## src/rtl/uart_rx_cfg.sv

```systemverilog
// uart_rx_cfg: oversampling UART receiver with configurable width, parity and
// stop bits; majority-voted sampling with parity, framing and break reporting.
module uart_rx_cfg #(
    parameter int DATA_BITS   = 8,
    parameter int PARITY_MODE = 1,
    parameter int STOP_BITS   = 1,
    parameter int OVERSAMPLE  = 16
) (
    input  logic                 rx_clk,
    input  logic                 reset_n,
    input  logic                 rx_serial,
    output logic [DATA_BITS-1:0] rx_data,
    output logic                 rx_valid,
    output logic                 parity_err,
    output logic                 frame_err,
    output logic                 break_det,
    output logic                 rx_busy
);

    localparam int CW = $clog2(OVERSAMPLE);
    localparam logic [CW-1:0] HALF = CW'(OVERSAMPLE / 2 - 1);
    localparam logic [CW-1:0] FULL = CW'(OVERSAMPLE - 1);
    localparam logic HAS_PAR = (PARITY_MODE != 0);
    localparam logic ODD     = (PARITY_MODE == 2);

    typedef enum logic [2:0] {
        S_IDLE,
        S_START,
        S_DATA,
        S_PARITY,
        S_STOP,
        S_WAIT
    } state_t;

    state_t               r_state;
    logic                 r_sync1;
    logic                 r_sync2;
    logic [2:0]           r_hist;
    logic [CW-1:0]        r_cnt;
    logic [3:0]           r_bits;
    logic [DATA_BITS-1:0] r_shift;
    logic                 r_par;
    logic                 r_ferr;
    logic                 r_ones;
    logic                 r_done;

    logic w_bit;
    logic w_half;
    logic w_tick;
    logic w_par_err;
    logic w_ferr_n;
    logic w_ones_n;

    assign w_bit = (r_hist[0] & r_hist[1]) | (r_hist[0] & r_hist[2])
                 | (r_hist[1] & r_hist[2]);
    assign w_half    = (r_cnt == HALF);
    assign w_tick    = (r_cnt == FULL);
    assign w_par_err = HAS_PAR & (r_par ^ (^r_shift) ^ ODD);
    assign w_ferr_n  = r_ferr | ~w_bit;
    assign w_ones_n  = r_ones | w_bit;
    assign rx_busy   = (r_state != S_IDLE);

    always_ff @(posedge rx_clk or negedge reset_n) begin
        if (!reset_n) begin
            r_state    <= S_IDLE;
            r_sync1    <= 1'b1;
            r_sync2    <= 1'b1;
            r_hist     <= 3'b111;
            r_cnt      <= '0;
            r_bits     <= '0;
            r_shift    <= '0;
            r_par      <= 1'b0;
            r_ferr     <= 1'b0;
            r_ones     <= 1'b0;
            r_done     <= 1'b0;
            rx_data    <= '0;
            rx_valid   <= 1'b0;
            parity_err <= 1'b0;
            frame_err  <= 1'b0;
            break_det  <= 1'b0;
        end else begin
            r_sync1  <= rx_serial;
            r_sync2  <= r_sync1;
            r_hist   <= {r_hist[1:0], r_sync2};
            r_cnt    <= r_cnt + 1'b1;
            rx_valid <= 1'b0;
            unique case (r_state)
                S_IDLE: begin
                    if (!r_sync2) begin
                        r_state <= S_START;
                        r_cnt   <= '0;
                    end
                end
                S_START: begin
                    if (w_half) begin
                        r_cnt   <= '0;
                        r_bits  <= '0;
                        r_ferr  <= 1'b0;
                        r_ones  <= 1'b0;
                        r_done  <= 1'b0;
                        r_state <= w_bit ? S_IDLE : S_DATA;
                    end
                end
                S_DATA: begin
                    if (w_tick) begin
                        r_cnt   <= '0;
                        r_shift <= {w_bit, r_shift[DATA_BITS-1:1]};
                        r_ones  <= w_ones_n;
                        r_bits  <= r_bits + 1'b1;
                        if (r_bits == 4'(DATA_BITS - 1)) begin
                            r_bits  <= '0;
                            r_state <= HAS_PAR ? S_PARITY : S_STOP;
                        end
                    end
                end
                S_PARITY: begin
                    if (w_tick) begin
                        r_cnt   <= '0;
                        r_par   <= w_bit;
                        r_ones  <= w_ones_n;
                        r_state <= S_STOP;
                    end
                end
                S_STOP: begin
                    // r_done holds STOP one extra cycle so rx_busy outlives rx_valid
                    if (r_done) begin
                        r_state <= r_ferr ? S_WAIT : S_IDLE;
                    end else if (w_tick) begin
                        r_cnt  <= '0;
                        r_ferr <= w_ferr_n;
                        r_ones <= w_ones_n;
                        r_bits <= r_bits + 1'b1;
                        if (r_bits == 4'(STOP_BITS - 1)) begin
                            r_done     <= 1'b1;
                            rx_valid   <= 1'b1;
                            rx_data    <= r_shift;
                            parity_err <= w_par_err;
                            frame_err  <= w_ferr_n;
                            break_det  <= w_ferr_n & ~w_ones_n;
                        end
                    end
                end
                S_WAIT: begin
                    if (r_sync2) r_state <= S_IDLE;
                end
                default: r_state <= S_IDLE;
            endcase
        end
    end

endmodule

```

## config.mk

```make
export PLATFORM = sky130hd
export DESIGN_NAME = uart_rx_cfg
export DESIGN_NICKNAME = d
export VERILOG_FILES = /design/src/rtl/uart_rx_cfg.sv
export SDC_FILE = /design/constraint.sdc
export NUM_CORES = 1
export LEC_CHECK = 0
export CAP_MARGIN = 25
export CELL_PAD_IN_SITES_DETAIL_PLACEMENT = 1
export CELL_PAD_IN_SITES_GLOBAL_PLACEMENT = 2
export CORE_MARGIN = 2
export CORE_UTILIZATION = 40
export CTS_BUF_LIST = sky130_fd_sc_hd__clkbuf_4 sky130_fd_sc_hd__clkbuf_8
export DETAILED_ROUTE_END_ITERATION = 7
export PLACE_DENSITY = 0.92
export SKIP_CTS_REPAIR_TIMING = 1
export SLEW_MARGIN = 20
export SYNTH_ARGS = -nofsm -noshare
export SYNTH_HDL_FRONTEND = slang
export SYNTH_SLANG_ARGS = --single-unit
```

## constraint.sdc

```tcl
create_clock -name rx_clk -period 2.28 [get_ports rx_clk]
set_input_delay 0.456 -clock rx_clk [delete_from_list [all_inputs] [get_ports rx_clk]]
set_output_delay 0.456 -clock rx_clk [all_outputs]
set_load 0.05 [all_outputs]
```

==> results by group <==
Placement
  • Final Wtd Congestion: 0.7935
  • Pre-CTS setup slack: ~0.22 ns
  • DP HPWL: 2855 um
  • Placed Area: between 0.002 and 0.0025 mm^2
  • I/O Buffers: 15

Synth
  • Asr flop ratio synth: 100.0%
  • Synth top cells by count: dfrtp_1 (35), mux2_2 (13), nand2_1 (11), nor2_1 (9), a21oi_1 (6)
  • Simple-gate share of the synthesized area: 15.47%
  • Synth top area share: 46.67%
  • Most common cell in the netlist: dfrtp_1
  • Mux share of post-synthesis cell area: 11.33%
  • Cells after Synth: 156
  • Predominant post-synthesis flop cell: dfrtp_1
  • Synth Cell Area: 0.001877 mm^2
  • Post-Synth XOR/XNOR Area: 5.400%
  • Largest family of logic cells by synthesized area: simple AND/OR/NAND/NOR gates
  • Seq/Total Area, Yosys: a little over half
  • Post-synthesis cell type count: 47
  • Synth Net Count: 162
  • Synth Area in Compound Gates: under 10%
  • Avg Synthesized Cell Area: roughly 12 um^2
  • Post-synth EDFFs: 0
  • Dominant cells by area after synthesis: dfrtp_1 (47%), mux2_2 (7.8%), dfstp_2 (7.0%), mux2_1 (3.0%), xor2_1 (2.3%)
  • Post-synthesis adder-cell area fraction: 2.533%
  • Largest area contributor in the netlist: dfrtp_1
  • Seq cells post-synth: 40
  • Yosys warns: 0

Die
  • Full die area: 0.005256 mm^2
  • Core region area: 0.004444 mm^2
  • Io pins: 16
  • Chip height: 72.50 um
  • Die width: 72.50 um
  • Initial Util: between 40 and 50%
  • Rows: 24

Final layout
  • Filler Cells Inserted: between 400 and 500
  • Fin area: 0.002165 mm^2
  • Final net count: 178
  • Fraction of layout cells with a size suffix above 1: 19.08%
  • Final antenna diode count: 0
  • Area grow syn2layout: 15.33%

Run
  • Max cap viols: 0

Power and ir drop
  • Total power: approximately 0.0021 W
  • Maximum vdd ir drop: about 900 uV
  • Leak: 0.9783 nW
  • Power Density: 991.6 mW/mm^2

CTS
  • Clk Latency, worst-skew pair: 0.30 ns
  • Clock-pin slew on the worst setup and hold paths: 0.09 ns
  • CTS sink cnt: 40
  • Clock root cell: clkbuf_8
  • CTS tree: yes
  • Max clock buf depth: 2
  • H-Tree Depth: 2
  • Num CTS Buffers: 5

Drt
  • Via count: 1,261
  • Total Wirelength: 4155 um
  • Initial DRT Pass Iterations: 4
  • Remaining DRCs: 0
  • Vias/cell: 5.604
  • Drt wl/cell: 18.47 um
  • Final ANT Viol Nets: 0
  • DRT iter0 DRCs: just over 50

STA
  • Slew Limit Fails: 0
  • RSZ-0062 raised after global routing: no
  • Final worst slack: around 0.25 ns
  • Rel. slew slack: 40.56%
  • Min cycle time layout: 2.028 ns
  • Layout Skew: approximately 0.011 ns
  • Final period utilization: 88.97%
  • Setup TNS: 0 ns
  • Final hold vios: 0
  • Finish-stage setup viols: 0
  • Slew @ Worst Pin: 0.8916 ns
  • Fmax: 493.0 MHz

Setup path
  • Crit end category: flop
  • CP Launch Type: flop
  • Req. time, crit path: 2.47 ns
  • Crit path DAT: 2.22 ns
  • Critical path type: flop to flop
  • Critical path fanouts, max: 15

GRT
  • Grt ovf: 0
  • Initial antenna violation count: 0
  • First-pass GRT wire length: 7341 um
  • Largest net degree at the start of global routing: 41
  • GRT Util Overall: 18.63%
  • Vias in the first global route: 1,407

Run status
  • Status: finished clean

Worst hold path
  • Worst hold path class: primary input to asynchronous set/reset pin
through the flow:
stage / instances / util, % / hold slack [ns]
2_1_floorplan: 156 / - / 0.1604
3_3_place_gp: 217 / 46.11 / 0.3464
3_5_place_dp: 217 / 46.11 / 0.3475
4_1_cts: 225 / 48.71 / 0.2973
5_1_grt: 225 / 48.71 / 0.3262
6_report: 225 / 48.71 / 0.2710
power by group:
group	switching, W	total, W	leakage, nW	internal [W]
registers	0.000185	0.000996	0.527	0.000812
logic	0.000299	0.000552	0.397	0.000253
clock network	0.000268	0.000598	0.0548	0.000330
total	0.000752	0.00215	0.978	0.00139
registers in the layout, indices dropped and copies added (netlist names), 3 cells and up:
signal	count
rx_data	8
r_state	3
r_cnt	4
r_bits	4
r_hist	3
r_shift	8
path summary, 6_finish.rpt:
kind / slack [ns] / to / from / cells after the start
max in group asynchronous: 1.44 / r_shift[1] / reset_n / 1
min reg2reg: 0.35 / r_sync2 / r_sync1 / 0
max: 0.25 / rx_data[5] / r_bits[0] / 5
min in group rx_clk: 0.35 / r_sync2 / r_sync1 / 0
max reg2reg: 0.25 / rx_data[5] / r_bits[0] / 5
min: 0.27 / r_state[0] / reset_n / 1
layout make-up:
class                      count  area, um^2  share of cell area (%)
timing repair buffer          15       142.6                   6.590
clock inverter                 3       46.29                   2.139
inverter                       6       22.52                   1.040
multi-input combinational    104       812.0                   37.51
tap                           52       65.06                   3.006
clock buffer                   5       68.82                   3.179
sequential                    40        1007                   46.53
cell families after synthesis:
family                     Yosys count
AOI/OAI and AO/OA                   24
xor gates and xnor gates            10
adders and majority gates            4
buffers and inverters               12
DFF                                 40
muxes                               19
and+or+nand+nor                     47
layer usage:
layer / wire, um / GRT usage [%]
met1: 1834 / 23.24
met2: 2091 / 31.09
met3: 149 / 5.000
met4: 80 / 6.996
met5: 0 / 0
worst max-delay path, stage by stage, from the launching register on:
cell,delay (ns)
dfrtp_1,0.41
inv_1,0.12
ha_1,0.16
nor3b_1,0.32
nand4b_2,0.45
mux2_1,0.47
cell usage in the layout, fill, tap and decap left out, drive strengths merged, types with 2 or more instances in the layout:
cell / n
clkdlybuf4s50: 13
nand2: 11
o2bb2ai: 2
or4b: 3
xor2: 5
o21ai: 3
or3: 2
clkbuf: 5
mux2: 18
a21oi: 6
nand3: 2
dfstp: 5
a31oi: 3
o22ai: 2
xnor2: 4
buf: 2
nor3: 2
ha: 3
nor2b: 2
nand2b: 3
o31ai: 2
nor3b: 3
nand3b: 2
nor2: 9
dfrtp: 35
inv: 7
(Power assumes the default switching activity.)
